--- src/rtl/lsu_pkg.sv ---
// Shared definitions for the MEM-stage load/store controller: access size
// encodings, FSM states, byte-enable base patterns, response payload and the
// legality check applied at op acceptance.
package lsu_pkg;

    localparam int unsigned DATA_W = 32;
    localparam int unsigned BE_W   = 4;
    localparam int unsigned SIZE_W = 3;

    // Load sizes
    localparam logic [SIZE_W-1:0] LD_LB  = 3'b000;
    localparam logic [SIZE_W-1:0] LD_LH  = 3'b001;
    localparam logic [SIZE_W-1:0] LD_LW  = 3'b010;
    localparam logic [SIZE_W-1:0] LD_LBU = 3'b011;
    localparam logic [SIZE_W-1:0] LD_LHU = 3'b100;

    // Store sizes
    localparam logic [SIZE_W-1:0] ST_SB  = 3'b000;
    localparam logic [SIZE_W-1:0] ST_SH  = 3'b001;
    localparam logic [SIZE_W-1:0] ST_SW  = 3'b010;

    // Byte-enable base patterns, shifted into lane position for sub-word stores
    localparam logic [BE_W-1:0] BE_BYTE = 4'b0001;
    localparam logic [BE_W-1:0] BE_HALF = 4'b0011;
    localparam logic [BE_W-1:0] BE_WORD = 4'b1111;

    typedef enum logic [1:0] {
        S_IDLE = 2'b00,
        S_REQ  = 2'b01,
        S_WAIT = 2'b10,
        S_RESP = 2'b11
    } state_e;

    // Completion payload handed to the load extraction block
    typedef struct packed {
        logic [DATA_W-1:0] rdata;
        logic [1:0]        addr_lo;
        logic [SIZE_W-1:0] load_type;
        logic              misalign;
    } rsp_t;

    // Misaligned halfword/word access or unsupported size encoding
    function automatic logic op_illegal(input logic              is_store,
                                        input logic [SIZE_W-1:0] size,
                                        input logic [1:0]        addr_lo);
        logic bad;
        bad = 1'b0;
        if (is_store) begin
            case (size)
                ST_SB:   bad = 1'b0;
                ST_SH:   bad = addr_lo[0];
                ST_SW:   bad = |addr_lo;
                default: bad = 1'b1;
            endcase
        end else begin
            case (size)
                LD_LB, LD_LBU: bad = 1'b0;
                LD_LH, LD_LHU: bad = addr_lo[0];
                LD_LW:         bad = |addr_lo;
                default:       bad = 1'b1;
            endcase
        end
        return bad;
    endfunction

endpackage

--- src/rtl/lsu_mem_ctrl_store_align.sv ---
// store_align: combinational lane placement for the memory request.
//   is_store, size, addr_lo, wdata -> be_c (byte enables), wdata_c (replicated data)
// Loads always request the full word; their write data is zero.
module store_align
    import lsu_pkg::*;
(
    input  logic              is_store,
    input  logic [SIZE_W-1:0] size,
    input  logic [1:0]        addr_lo,
    input  logic [DATA_W-1:0] wdata,
    output logic [BE_W-1:0]   be_c,
    output logic [DATA_W-1:0] wdata_c
);

    always_comb begin
        be_c    = BE_WORD;
        wdata_c = '0;
        if (is_store) begin
            case (size)
                ST_SB: begin
                    be_c    = BE_BYTE << addr_lo;
                    wdata_c = {4{wdata[7:0]}};
                end
                ST_SH: begin
                    be_c    = BE_HALF << {addr_lo[1], 1'b0};
                    wdata_c = {2{wdata[15:0]}};
                end
                default: begin
                    be_c    = BE_WORD;
                    wdata_c = wdata;
                end
            endcase
        end
    end

endmodule

--- src/rtl/lsu_mem_ctrl.sv ---
// lsu_mem_ctrl: MEM-stage load/store controller.
//   req_*  : one op from EX/MEM, accepted when req_ready (IDLE)
//   mem_*  : word-aligned data-memory request, held stable until mem_gnt;
//            load data returns on mem_rvalid
//   rsp_*  : one-cycle completion pulse with raw word, address low bits,
//            load type and misalign/illegal flag
//   busy   : stall request to the pipeline, the inverse of req_ready
module lsu_mem_ctrl
    import lsu_pkg::*;
#(
    parameter int unsigned ADDR_W = 32
) (
    input  logic              clk,
    input  logic              rst_n,
    input  logic              req_valid,
    output logic              req_ready,
    input  logic              req_is_store,
    input  logic [2:0]        req_size,
    input  logic [ADDR_W-1:0] req_addr,
    input  logic [31:0]       req_wdata,
    output logic              mem_req,
    output logic              mem_we,
    output logic [ADDR_W-1:0] mem_addr,
    output logic [3:0]        mem_be,
    output logic [31:0]       mem_wdata,
    input  logic              mem_gnt,
    input  logic              mem_rvalid,
    input  logic [31:0]       mem_rdata,
    output logic              rsp_valid,
    output logic [31:0]       rsp_rdata,
    output logic [1:0]        rsp_addr_lo,
    output logic [2:0]        rsp_load_type,
    output logic              rsp_misalign,
    output logic              busy
);

    state_e            state_q,     state_d;
    logic              mem_req_q,   mem_req_d;
    logic              mem_we_q,    mem_we_d;
    logic [ADDR_W-1:0] mem_addr_q,  mem_addr_d;
    logic [BE_W-1:0]   mem_be_q,    mem_be_d;
    logic [DATA_W-1:0] mem_wdata_q, mem_wdata_d;
    logic              rsp_valid_q, rsp_valid_d;
    rsp_t              rsp_q,       rsp_d;

    logic [BE_W-1:0]   align_be_c;
    logic [DATA_W-1:0] align_wdata_c;
    logic              illegal_c;

    // Lane placement on the capture path so it registers with the request
    store_align u_store_align (
        .is_store (req_is_store),
        .size     (req_size),
        .addr_lo  (req_addr[1:0]),
        .wdata    (req_wdata),
        .be_c     (align_be_c),
        .wdata_c  (align_wdata_c)
    );

    assign illegal_c = op_illegal(req_is_store, req_size, req_addr[1:0]);

    // State and output registers
    always_ff @(posedge clk or negedge rst_n) begin
        if (!rst_n) begin
            state_q     <= S_IDLE;
            mem_req_q   <= 1'b0;
            mem_we_q    <= 1'b0;
            mem_addr_q  <= '0;
            mem_be_q    <= '0;
            mem_wdata_q <= '0;
            rsp_valid_q <= 1'b0;
            rsp_q       <= '0;
        end else begin
            state_q     <= state_d;
            mem_req_q   <= mem_req_d;
            mem_we_q    <= mem_we_d;
            mem_addr_q  <= mem_addr_d;
            mem_be_q    <= mem_be_d;
            mem_wdata_q <= mem_wdata_d;
            rsp_valid_q <= rsp_valid_d;
            rsp_q       <= rsp_d;
        end
    end

    // Next state and next register values
    always_comb begin
        state_d      = state_q;
        mem_req_d    = mem_req_q;
        mem_we_d     = mem_we_q;
        mem_addr_d   = mem_addr_q;
        mem_be_d     = mem_be_q;
        mem_wdata_d  = mem_wdata_q;
        rsp_valid_d  = 1'b0;
        rsp_d        = rsp_q;
        // misalign only qualifies the completion pulse
        rsp_d.misalign = 1'b0;

        case (state_q)
            S_IDLE: begin
                if (req_valid) begin
                    rsp_d.addr_lo   = req_addr[1:0];
                    rsp_d.load_type = req_size;
                    if (illegal_c) begin
                        state_d        = S_RESP;
                        rsp_valid_d    = 1'b1;
                        rsp_d.misalign = 1'b1;
                        rsp_d.rdata    = '0;
                    end else begin
                        state_d     = S_REQ;
                        mem_req_d   = 1'b1;
                        mem_we_d    = req_is_store;
                        mem_addr_d  = {req_addr[ADDR_W-1:2], 2'b00};
                        mem_be_d    = align_be_c;
                        mem_wdata_d = align_wdata_c;
                    end
                end
            end
            S_REQ: begin
                if (mem_gnt) begin
                    mem_req_d = 1'b0;
                    if (mem_we_q) begin
                        state_d     = S_RESP;
                        rsp_valid_d = 1'b1;
                        rsp_d.rdata = '0;
                    end else begin
                        state_d = S_WAIT;
                    end
                end
            end
            S_WAIT: begin
                if (mem_rvalid) begin
                    state_d     = S_RESP;
                    rsp_valid_d = 1'b1;
                    rsp_d.rdata = mem_rdata;
                end
            end
            S_RESP: begin
                state_d = S_IDLE;
            end
            default: begin
                state_d = S_IDLE;
            end
        endcase
    end

    assign req_ready     = (state_q == S_IDLE);
    assign busy          = (state_q != S_IDLE);
    assign mem_req       = mem_req_q;
    assign mem_we        = mem_we_q;
    assign mem_addr      = mem_addr_q;
    assign mem_be        = mem_be_q;
    assign mem_wdata     = mem_wdata_q;
    assign rsp_valid     = rsp_valid_q;
    assign rsp_rdata     = rsp_q.rdata;
    assign rsp_addr_lo   = rsp_q.addr_lo;
    assign rsp_load_type = rsp_q.load_type;
    assign rsp_misalign  = rsp_q.misalign;

endmodule

--- config.mk ---
export PLATFORM = sky130hd
export DESIGN_NAME = lsu_mem_ctrl
export DESIGN_NICKNAME = d
export VERILOG_FILES = /design/src/rtl/lsu_pkg.sv /design/src/rtl/lsu_mem_ctrl_store_align.sv /design/src/rtl/lsu_mem_ctrl.sv
export SDC_FILE = /design/constraint.sdc
export NUM_CORES = 1
export LEC_CHECK = 0
export ABC_AREA = 1
export CAP_MARGIN = 25
export CORE_MARGIN = 4
export CORE_UTILIZATION = 25
export CTS_BUF_LIST = sky130_fd_sc_hd__clkbuf_4 sky130_fd_sc_hd__clkbuf_8 sky130_fd_sc_hd__clkbuf_16
export CTS_CLUSTER_DIAMETER = 40
export CTS_CLUSTER_SIZE = 10
export DETAILED_ROUTE_END_ITERATION = 10
export HOLD_SLACK_MARGIN = 0.03
export PLACE_DENSITY_LB_ADDON = 0.15
export SLEW_MARGIN = 5
export SYNTH_ARGS = -nofsm -noshare
export SYNTH_HDL_FRONTEND = slang
export SYNTH_SLANG_ARGS = --single-unit
--- constraint.sdc ---
create_clock -name clk -period 2.2 [get_ports clk]
set_input_delay 0.44 -clock clk [delete_from_list [all_inputs] [get_ports clk]]
set_output_delay 0.44 -clock clk [all_outputs]
set_load 0.03 [all_outputs]
# ---- Yosys cells after proc, flatten, opt, wreduce, memory -nomap -nowiden
# Index checks and enable logic that the tools add are counted.
dict set report totals {
  elab_cells 70
  ff_bits 109
}
dict set report op_classes {
  n_bitwise 1
  n_eq_ne 13
  shift 2
  n_mux 30
  reduce_logical 13
}
# op n
set ops {}
lappend ops {{32-bit 2-to-1 mux} 5}
lappend ops {{32-bit case mux with 3 select lines} 1}
lappend ops {{32-bit case mux with 2 select lines} 1}
lappend ops {{38-bit 2-to-1 mux} 1}
lappend ops {{1-bit 2-to-1 mux} 11}
lappend ops {{2-bit inequality test (second input constant)} 5}
lappend ops {{1-bit case mux with 3 select lines} 3}
lappend ops {{2-bit 2-to-1 mux} 4}
lappend ops {{2-bit case mux with 4 select lines} 1}
lappend ops {{4-bit case mux with 2 select lines} 1}
lappend ops {{3-bit by 2-bit equality test with 1-bit output (second input constant)} 2}
lappend ops {{3-bit AND reduction} 2}
lappend ops {{6-bit AND reduction} 1}
lappend ops {{2-bit OR reduction} 3}
lappend ops {{2-bit equality test (second input constant)} 2}
lappend ops {{4-bit 2-to-1 mux} 1}
lappend ops {{4-bit AND reduction} 1}
lappend ops {{2-bit nonzero test} 2}
lappend ops {{1-bit by 2-bit << shifter with 4-bit output (first input constant)} 1}
lappend ops {{2-bit by 2-bit << shifter with 4-bit output (first input constant)} 1}
lappend ops {{3-bit by 1-bit equality test with 1-bit output (second input constant)} 1}
lappend ops {{3-bit equality test (second input constant)} 1}
lappend ops {{3-bit logical NOT} 1}
lappend ops {{3-bit nonzero test} 1}
lappend ops {{6 further kinds} 6}

# ---- Depth between registers and ports, before layout
# Gate-level depths: netlist of the first run.
dict set report logic_depth {
  word_depth 7
  mapped_depth 10
  ltp_nobuf 9
}

# ---- Modules after synthesis
# Synthesis of the first run repeated with hierarchy kept, for this count alone.
dict set report unflattened {
  hier_cells 666
  area_unflattened_um2 5307.6
}
# module cells_each seq_area_each_um2 area_each_um2 instances
set modules_own_cells {}
lappend modules_own_cells {lsu_mem_ctrl 528 2727.6 4675.7 1}
lappend modules_own_cells {store_align 138 0.0 631.9 1}

# ---- Least setup slack after synthesis of the first run
# No wires, ideal clock.
dict set report synth_timing {
  kind {register to register}
  start {reg state_q[0]}
  end {reg rsp_q, in the netlist rsp_rdata[0]}
  path_slack_ps 34
  required_ps 2082
  setup_ps 118
  n_path_buf 1
  arrival_time_ps 2048
  stages_incl_launch_ff 9
  path_cell_list {dfrtp_1 inv_1 ha_1 inv_1 o21ai_0 nor4_4 clkbuf_1 nand3b_1 nand2_1}
}
dict set report synth_via {
  elab_chain_len 3
}
# element line
set synth_rtl {}
lappend synth_rtl {{from (decl)} lsu_mem_ctrl.sv:37} ;# state_e state_q, state_d;
lappend synth_rtl {{from (signal assigned)} lsu_mem_ctrl.sv:74} ;# state_q <= state_d;
lappend synth_rtl {{2-bit logical NOT (*)} n/a}
lappend synth_rtl {{named net req_ready} lsu_mem_ctrl.sv:16} ;# output logic req_ready,
lappend synth_rtl {{2-bit by 1-bit inequality test with 1-bit output (no source line), or another cell as far along} n/a}
lappend synth_rtl {{6-bit AND reduction (no source line)} n/a}
lappend synth_rtl {{to (signal assigned)} lsu_mem_ctrl.sv:81} ;# rsp_q <= rsp_d;
lappend synth_rtl {{to (decl)} lsu_mem_ctrl.sv:44} ;# rsp_t rsp_q, rsp_d;
# The timed path passes the listed nets; every way through them passes the cells marked *.
# A chain may end at the register's enable or synchronous reset.

# ---- Worst setup path after layout of the first run
dict set report layout_timing {
  start {reg state_q[0]}
  end {out busy}
}
dict set report layout_via {
  elab_chain_len 1
}
# element line
set layout_rtl {}
lappend layout_rtl {{2-bit nonzero test} lsu_mem_ctrl.sv:147} ;# assign busy = (state_q != S_IDLE);
lappend layout_rtl {{to (decl)} lsu_mem_ctrl.sv:34} ;# output logic busy
# No other way between the ends.

==> flow_summary.yaml, run 1 <==
drt:
  firstDrtPassIters: 4
  viasPerCell: 4.41
  routed_wl_mm: 16.1
  drc: 0
  drt-wirelength-per-cell_um: 15.3
  drt_iter0_drc: 269
  drtAntennaViolNets: 0
  num_vias: 4633
timing:
  finalHoldViolCount: 0
  skew_ns: 0.00671
  layout_setup_ws_ns: 0.0907
  rsz0062_at_grt: "false"
  period_share_pct: 95.9
  slew_violations: 0
  fin_setup_tns_ns: 0
  setup_violations: 0
  max_freq_mhz: 474
  worst_pin_slew_ns: 0.682
  max_slew_margin_pct: 54.5
  period_needed_ns: 2.11
clock_tree:
  clock_path_buffers: 2
  clockRootBuffer: "clkbuf_16"
  cts_tree: "done"
  h-tree-depth: 3
  cts_setup_buffers: 0
  cts.clk_slew.worst_paths_ns: 0.07
  cts_buffers: 9
  clock_sinks: 109
  clock_latency_ns: 0.35
yosys:
  synth.yosys.warnings: 0
  yosysSeqAreaShare_pct: 55.8
  ys_types: 25
  syn_area_per_cell_sq_um: 8.55
  syn_area_sq_mm: 0.00489
  synthCells: 572
  ys_ff_latch: 109
final_layout:
  nNetsFinal: 895
  ff_latch_area_sq_mm: 0.00273
  final_cells: 1051
  drive_gt1_share_pct: 6.57
  n_antenna_cell: 0
  area_delta_synth_final_pct: 58.6
  fill_cells: 1916
  multi_input_area_sq_mm: 0.00189
place:
  dpl.cell_count: 1035
  dp_hpwl_mm: 11.8
  gp_congestion: 0.821
  post-place-ws_ns: 0.00633
  port_buffers: 213
setup_path:
  critical_path_class: "reg -> out"
  startpoint_type: "flip-flop"
  required_ns: 1.76
  crit_path_end_kind: "output port"
  critPathMaxFanout: 5
  cp.arrival_ns: 1.67
die:
  dieArea_sq_mm: 0.0219
  rows: 50
  initial_utilization_pct: 25.8
  io-pin-count: 216
  chipHeight_um: 148
  die_w_um: 148
  core_sq_mm: 0.0190
power:
  power_leakage_nw: 3.58
  power.density_mw_per_mm2: 1400
  finalPower_w: 0.0108
  ir_worst_vdd_mv: 0.564
global_routing:
  antenna_found_initial: 1
  grt_max_degree: 59
  grt.met3_usage_pct: 4.78
  grt_pass1_vias: 4900
  grt_busiest_layer: "met2"
  met1_usage_pct: 18.1
  grt_first_pass_wirelength_mm: 25.9
  grt-ovfl-total: 0
  grt_usage_pct: 14.7
  use_met2_pct: 24.4
min_path:
  holdCritPathClass: "in -> async"
flow_run:
  drv_cap: 0
status:
  status: "finished, final reports clean"
-- layer usage --
layer  share of wire, %  routed length [um]  vias up
met4                1.2                 192        2
met3                8.4                1350       14
li1                   -                   -     2273
met1                 43                7000     2183
met5               0.12                  19        -
met2                 47                7550      161
-- power by group --
group / switching, W / internal [W] / leakage (nW)
registers: 0.000467 / 0.00280 / 1.41
clock network: 0.000738 / 0.00104 / 0.157
logic: 0.00344 / 0.00234 / 2.02
-- cell usage after synthesis, drive strengths merged --
library cell  count  share of area [%]
a21oi             1               0.10
a32o              1               0.20
buf              20                2.5
clkbuf           16                1.2
clkinv            1              0.077
conb              1              0.077
dfrtp           109                 56
ha                4                1.0
inv              26                2.0
nand2           230                 18
nand3            38                4.0
nand3b           32                4.9
nor2             14                1.2
nor3              1               0.10
nor4              1               0.43
o21ai            66                6.8
o21bai            1               0.15
o221ai            8                1.4
or2               2               0.26
-- state kept, by name, summed over array words and instances (netlist names) --
name / count
rsp_rdata: 32
mem_we: 1
rsp_valid: 1
state_q: 2
rsp_misalign: 1
mem_addr: 30
mem_req: 1
rsp_load_type: 3
mem_wdata: 32
mem_be: 4
rsp_addr_lo: 2
-- cell type report --
| class | count | share of cell area, % |
|---|---|---|
| well taps | 260 | 4.19 |
| inverters | 27 | 1.31 |
| clock inverters | 4 | 0.935 |
| repair buffers | 238 | 30.8 |
| flip-flops and latches | 109 | 35.2 |
| clock buffers | 12 | 3.19 |
| multi-input cells | 401 | 24.4 |
-- cells by family (layout without fill, tap and decap cells) --
| family | Yosys count | after routing | share of synthesized area [%] |
|---|---|---|---|
| AND/OR/NAND/NOR | 318 | 318 | 28.7 |
| flip-flops | 109 | 109 | 55.8 |
| AO/OA/AOI/OAI | 77 | 77 | 8.64 |
| buffers and inverters | 63 | 281 | 5.83 |
| adder cells (fa/ha/maj) | 4 | 4 | 1.02 |
| other | 1 | 2 | 0.0767 |
-- worst max-delay path, stage by stage, from the launching register on --
cell,delay (ns)
dfrtp_1,0.42
inv_1,0.10
ha_1,0.27
inv_1,0.11
clkdlybuf4s15_1,0.42
-- what timing repair did --
action                     CTS  global route
setup endpoints to repair    2             1
gates cloned                 0             0
resized for setup            2             1
pin swaps                    0             0
hold buffers                 0             0
-- layout by cell type (no fill, tap or decap), types with 2 or more instances in the layout --
| master | synthesis | routed |
|---|---|---|
| buf_12 | 0 | 6 |
| buf_4 | 2 | 20 |
| bufinv_16 | 0 | 2 |
| clkbuf_16 | 0 | 9 |
| clkbuf_4 | 0 | 3 |
| clkdlybuf4s50_1 | 0 | 210 |
| conb_1 | 1 | 2 |
| dfrtp_1 | 109 | 109 |
| ha_1 | 4 | 4 |
| inv_1 | 26 | 26 |
| nand2_1 | 228 | 227 |
| nand2_2 | 2 | 3 |
| nand3_1 | 37 | 37 |
| nand3b_1 | 32 | 32 |
| nor2_1 | 13 | 12 |
| o21ai_0 | 49 | 49 |
| o21ai_1 | 17 | 17 |
| o221ai_1 | 8 | 8 |
| or2_2 | 2 | 2 |
-- per-stage QoR --
step | utilization [%] | area, sq um | hold slack (ns)
2_1_floorplan | - | 4900 | 0.144
3_3_place_gp | 39.2 | 7440 | 0.458
3_5_place_dp | 39.2 | 7440 | 0.462
4_1_cts | 40.9 | 7760 | 0.0801
5_1_grt | 40.9 | 7760 | 0.0968
6_report | 40.9 | 7760 | 0.0734
-- worst paths after layout --
path / startpoint / end / slack, ns / cells after the start
min reg2reg: mem_addr[11] / mem_addr[11] / 0.47 / 2
min in group clk: mem_addr[11] / mem_addr[11] / 0.47 / 2
max: state_q[0] / busy / 0.09 / 4
max reg2reg: state_q[0] / rsp_rdata[18] / 0.28 / 9
min: rst_n / mem_addr[30] / 0.07 / 2
max in group asynchronous: rst_n / rsp_rdata[26] / 1.49 / 2
No activity file was read; power rests on OpenSTA's default activity.
==> run 2: changes to the inputs <==
- DONT_BUFFER_PORTS: not set -> 1
- clock period: 2.2 -> 2.4 ns (I/O delays scaled with it)
==> run 2 against run 1 <==
Core utilization decreased by 12 points. Global-route usage decreased by 1.2 points. First-iteration DRC count decreased by 38%. Largest cell class unchanged. The run now ends with hold timing left. Clock power decreased by 19%.
==> flow_summary.yaml, run 2 (synthesis gave the netlist of run 1 again) <==
flow_run:
  drv_cap: 0
drt:
  firstDrtPassIters: 4
  drtAntennaViolNets: 0
  viasPerCell: 4.57
  num_vias: 3799
  drc: 0
  routed_wl_mm: 14.9
  drt_iter0_drc: 167
  drt-wirelength-per-cell_um: 17.9
timing:
  rsz0062_at_grt: "false"
  max_freq_mhz: 496
  slew_violations: 0
  worst_pin_slew_ns: 0.498
  finalHoldViolCount: 109
  period_share_pct: 84.1
  whs_ns: -0.179
  period_needed_ns: 2.02
  setup_violations: 0
  skew_ns: 0.00813
  max_slew_margin_pct: 66.4
  fin_setup_tns_ns: 0
die:
  initial_utilization_pct: 25.8
  io-pin-count: 216
  dieArea_sq_mm: 0.0219
  chipHeight_um: 148
  die_w_um: 148
  rows: 50
  core_sq_mm: 0.0190
clock_tree:
  clock_sinks: 109
  clock_path_buffers: 2
  h-tree-depth: 3
  cts_tree: "done"
  cts_buffers: 9
  cts_setup_buffers: 0
  clockRootBuffer: "clkbuf_16"
  post_cts_resized: 0
  cts.clk_slew.worst_paths_ns: 0.07
  clock_latency_ns: 0.35
setup_path:
  rr_worst_depth: 9
  critPathMaxFanout: 17
  crit_path_end_kind: "flip-flop"
  cp.arrival_ns: 2.30
  critical_path_class: "reg -> reg"
  r2r_slack_ns: 0.38
  required_ns: 2.68
  startpoint_type: "flip-flop"
  r2r-end: "rsp_rdata[19]"
  r2r-start: "state_q[0]"
min_path:
  holdCritPathClass: "in -> async"
final_layout:
  most-common-layout-cells: "nand2_1, dfrtp_1, o21ai_0, nand3_1, nand3b_1"
  final_cells: 831
  drive_gt1_share_pct: 7.71
  multi_input_area_sq_mm: 0.00189
  final_common_cell: "nand2_1"
  n_antenna_cell: 0
  ff_latch_area_sq_mm: 0.00273
  area_delta_synth_final_pct: 12.1
  fill_cells: 2077
  final_area_sq_mm: 0.00548
  nNetsFinal: 676
place:
  dp_hpwl_mm: 10.7
  gp_congestion: 0.744
  dpl.cell_count: 816
  placed_area_sq_mm: 0.00520
  port_buffers: 0
global_routing:
  grt_pass1_vias: 3820
  grt_first_pass_wirelength_mm: 23.0
  antenna_found_initial: 0
  grt-ovfl-total: 0
  grt_max_degree: 110
  grt_usage_pct: 13.5
power:
  power.density_mw_per_mm2: 1470
  power_leakage_nw: 2.70
  ir_worst_vdd_mv: 0.402
  finalPower_w: 0.00805
status:
  violations: "hold timing"
  status: "complete, but fails checks"
run 2: final cells by class:
cell class                 instances  area share [%]
timing repair buffer              19            2.83
tap                              260            5.93
sequential                       109            49.7
clock buffer                      12            4.75
inverter                          27            1.85
multi-input combinational        401            34.5
clock inverter                     3           0.388
run 2: metal layers:
metal  share of wire [%]  GRT usage, %  up-vias
li1                    -             -     1830
met1                  42          16.8     1804
met4                 1.4          4.34        0
met5                   0             0        -
met3                 9.8          5.24       17
met2                  47          21.8      148
run 2: how the worst max path moves through the flow:
stage,start,endpoint,slack [ns],cells past startpoint
floorplan,state_q[0],rsp_rdata[0],0.23,8
global placement,req_size[2],mem_wdata[16],0.45,10
finish,state_q[0],rsp_rdata[19],0.38,9
detailed placement,state_q[0],mem_wdata[18],0.38,8
CTS,state_q[0],rsp_rdata[17],0.37,9
global route,state_q[0],rsp_rdata[19],0.15,9
run 2: worst max-delay path: stages (launching register included):
cell and delay [ns]:
dfrtp_1 0.43, inv_1 0.12, ha_1 0.23, inv_1 0.07, o21ai_0 0.41, nor4_4 0.07, nand2_2 0.30, buf_12 0.19
nand2_1 0.06, nand2_1 0.06
run 2: where the power goes:
part / internal, W / switching, W
Sequential: 0.00255 / 0.00200
Combinational: 0.000737 / 0.00131
Clock: 0.000769 / 0.000676
Total: 0.00405 / 0.00399
run 2: per-stage QoR:
step,utilization (%),worst slack (ns)
floorplan,-,0.234
global placement,27.4,0.448
detailed placement,27.4,0.381
CTS,28.9,0.369
global route,28.9,0.146
finish,28.9,0.383
==> run 3: changes to the inputs <==
- clock period: 2.4 -> 1.95 ns (I/O delays scaled with it)
==> run 3 against run 2 <==
The run still ends with hold timing left. Critical path depth is 5 lower. Final cell count stayed put. Critical path type is now reg -> out. Clock skew is 0.0011 ns higher. Critical endpoint is now busy.
==> flow_summary.yaml, run 3 (synthesis gave the netlist of run 1 again) <==
final_layout:
  fill_cells: 2066
  final_common_cell: "nand2_1"
  ff_latch_area_sq_mm: 0.00273
  n_antenna_cell: 0
  nNetsFinal: 675
  area_delta_synth_final_pct: 12.6
  drive_gt1_share_pct: 7.71
  multi_input_area_sq_mm: 0.00189
  final_area_sq_mm: 0.00551
  most-common-layout-cells: "nand2_1, dfrtp_1, o21ai_0, nand3_1, nand3b_1"
  final_cells: 831
clock_tree:
  clock_latency_ns: 0.35
  cts_buffers: 9
  clockRootBuffer: "clkbuf_16"
  cts_setup_buffers: 0
  cts_tree: "done"
  h-tree-depth: 3
  clock_path_buffers: 2
  clock_sinks: 109
  cts.clk_slew.worst_paths_ns: 0.08
place:
  dpl.cell_count: 814
  gp_congestion: 0.758
  placed_area_sq_mm: 0.00519
  port_buffers: 0
  dp_hpwl_mm: 10.6
power:
  ir_worst_vdd_mv: 0.644
  power.density_mw_per_mm2: 1800
  power_leakage_nw: 2.71
  finalPower_w: 0.00993
min_path:
  holdCritPathClass: "in -> async"
drt:
  num_vias: 3782
  drt-wirelength-per-cell_um: 18.2
  drtAntennaViolNets: 0
  routed_wl_mm: 15.2
  drc: 0
  drt_iter0_drc: 168
  firstDrtPassIters: 4
  viasPerCell: 4.55
setup_path:
  cp.arrival_ns: 1.39
  critPathMaxFanout: 5
  startpoint_type: "flip-flop"
  crit_path_end_kind: "output port"
  critical_path_class: "reg -> out"
  required_ns: 1.56
global_routing:
  grt_max_degree: 110
  grt-ovfl-total: 0
  antenna_found_initial: 0
  use_met2_pct: 21.3
  grt.met3_usage_pct: 6.32
  met1_usage_pct: 15.6
  grt_busiest_layer: "met2"
  grt_pass1_vias: 3796
  grt_usage_pct: 13.1
  grt_first_pass_wirelength_mm: 22.3
status:
  violations: "hold timing"
  status: "complete, but fails checks"
die:
  dieArea_sq_mm: 0.0219
  die_w_um: 148
  core_sq_mm: 0.0190
  chipHeight_um: 148
  initial_utilization_pct: 25.8
  rows: 50
  io-pin-count: 216
timing:
  max_freq_mhz: 561
  setup_violations: 0
  period_needed_ns: 1.78
  period_share_pct: 91.4
  skew_ns: 0.00926
  whs_ns: -0.270
  rsz0062_at_grt: "false"
  finalHoldViolCount: 109
  slew_violations: 0
flow_run:
  drv_cap: 0
==> run 3: where the power goes <==
| group | internal (W) | total [W] | switching, W |
|---|---|---|---|
| clock | 0.000903 | 0.00177 | 0.000864 |
| sequential | 0.00314 | 0.00560 | 0.00246 |
| combinational | 0.000949 | 0.00257 | 0.00162 |
| total | 0.00499 | 0.00993 | 0.00494 |
==> run 3: path summary, 6_finish.rpt <==
path	start	end	slack [ns]	cells past startpoint
worst max register to register	state_q[0]	rsp_rdata[25]	0.19	9
min in group clk	req_addr[19]	mem_addr[19]	0.18	2
worst max-delay path	state_q[0]	busy	0.17	4
max in group asynchronous	rst_n	mem_addr[2]	2.08	0
worst min-delay path	rst_n	mem_addr[20]	-0.27	0
worst min register to register	rsp_rdata[22]	rsp_rdata[22]	0.68	2
==> run 3: what timing repair did <==
action	in CTS	in global routing
hold endpoints to repair	109	109
endpoints found under the setup margin	0	33
resized for setup	0	3
==> run 3: per-layer routing <==
layer | part of all wire (%) | vias up
met1 | 41 | 1813
met5 | 0 | -
met2 | 47 | 135
li1 | - | 1823
met4 | 1.5 | 0
met3 | 11 | 11
==> run 3: layout make-up <==
cell class / count / area share, %
Inverter: 27 / 1.84
Tap cell: 260 / 5.91
Clock buffer: 11 / 4.36
Timing Repair Buffer: 18 / 3.43
Clock inverter: 5 / 0.636
Sequential cell: 109 / 49.5
Multi-Input combinational cell: 401 / 34.3
==> run 3: critical path, cell delays in order (launching register included) <==
cell     delay [ns]
dfrtp_1        0.43
inv_1          0.11
ha_1           0.27
inv_2          0.06
buf_4          0.18
==> run 3: through the flow <==
stage / util [%] / setup TNS (ns) / hold WS (ns) / worst slack [ns]
after detailed placement: 27.4 / 0 / 0.0991 / 0.112
after floorplan: - / -0.121 / 0.0944 / -0.00404
after global routing: 29.0 / 0 / -0.295 / 0.0185
after global placement: 27.4 / 0 / 0.0985 / 0.217
after CTS: 28.9 / 0 / -0.287 / 0.109
final: 29.0 / 0 / -0.270 / 0.168
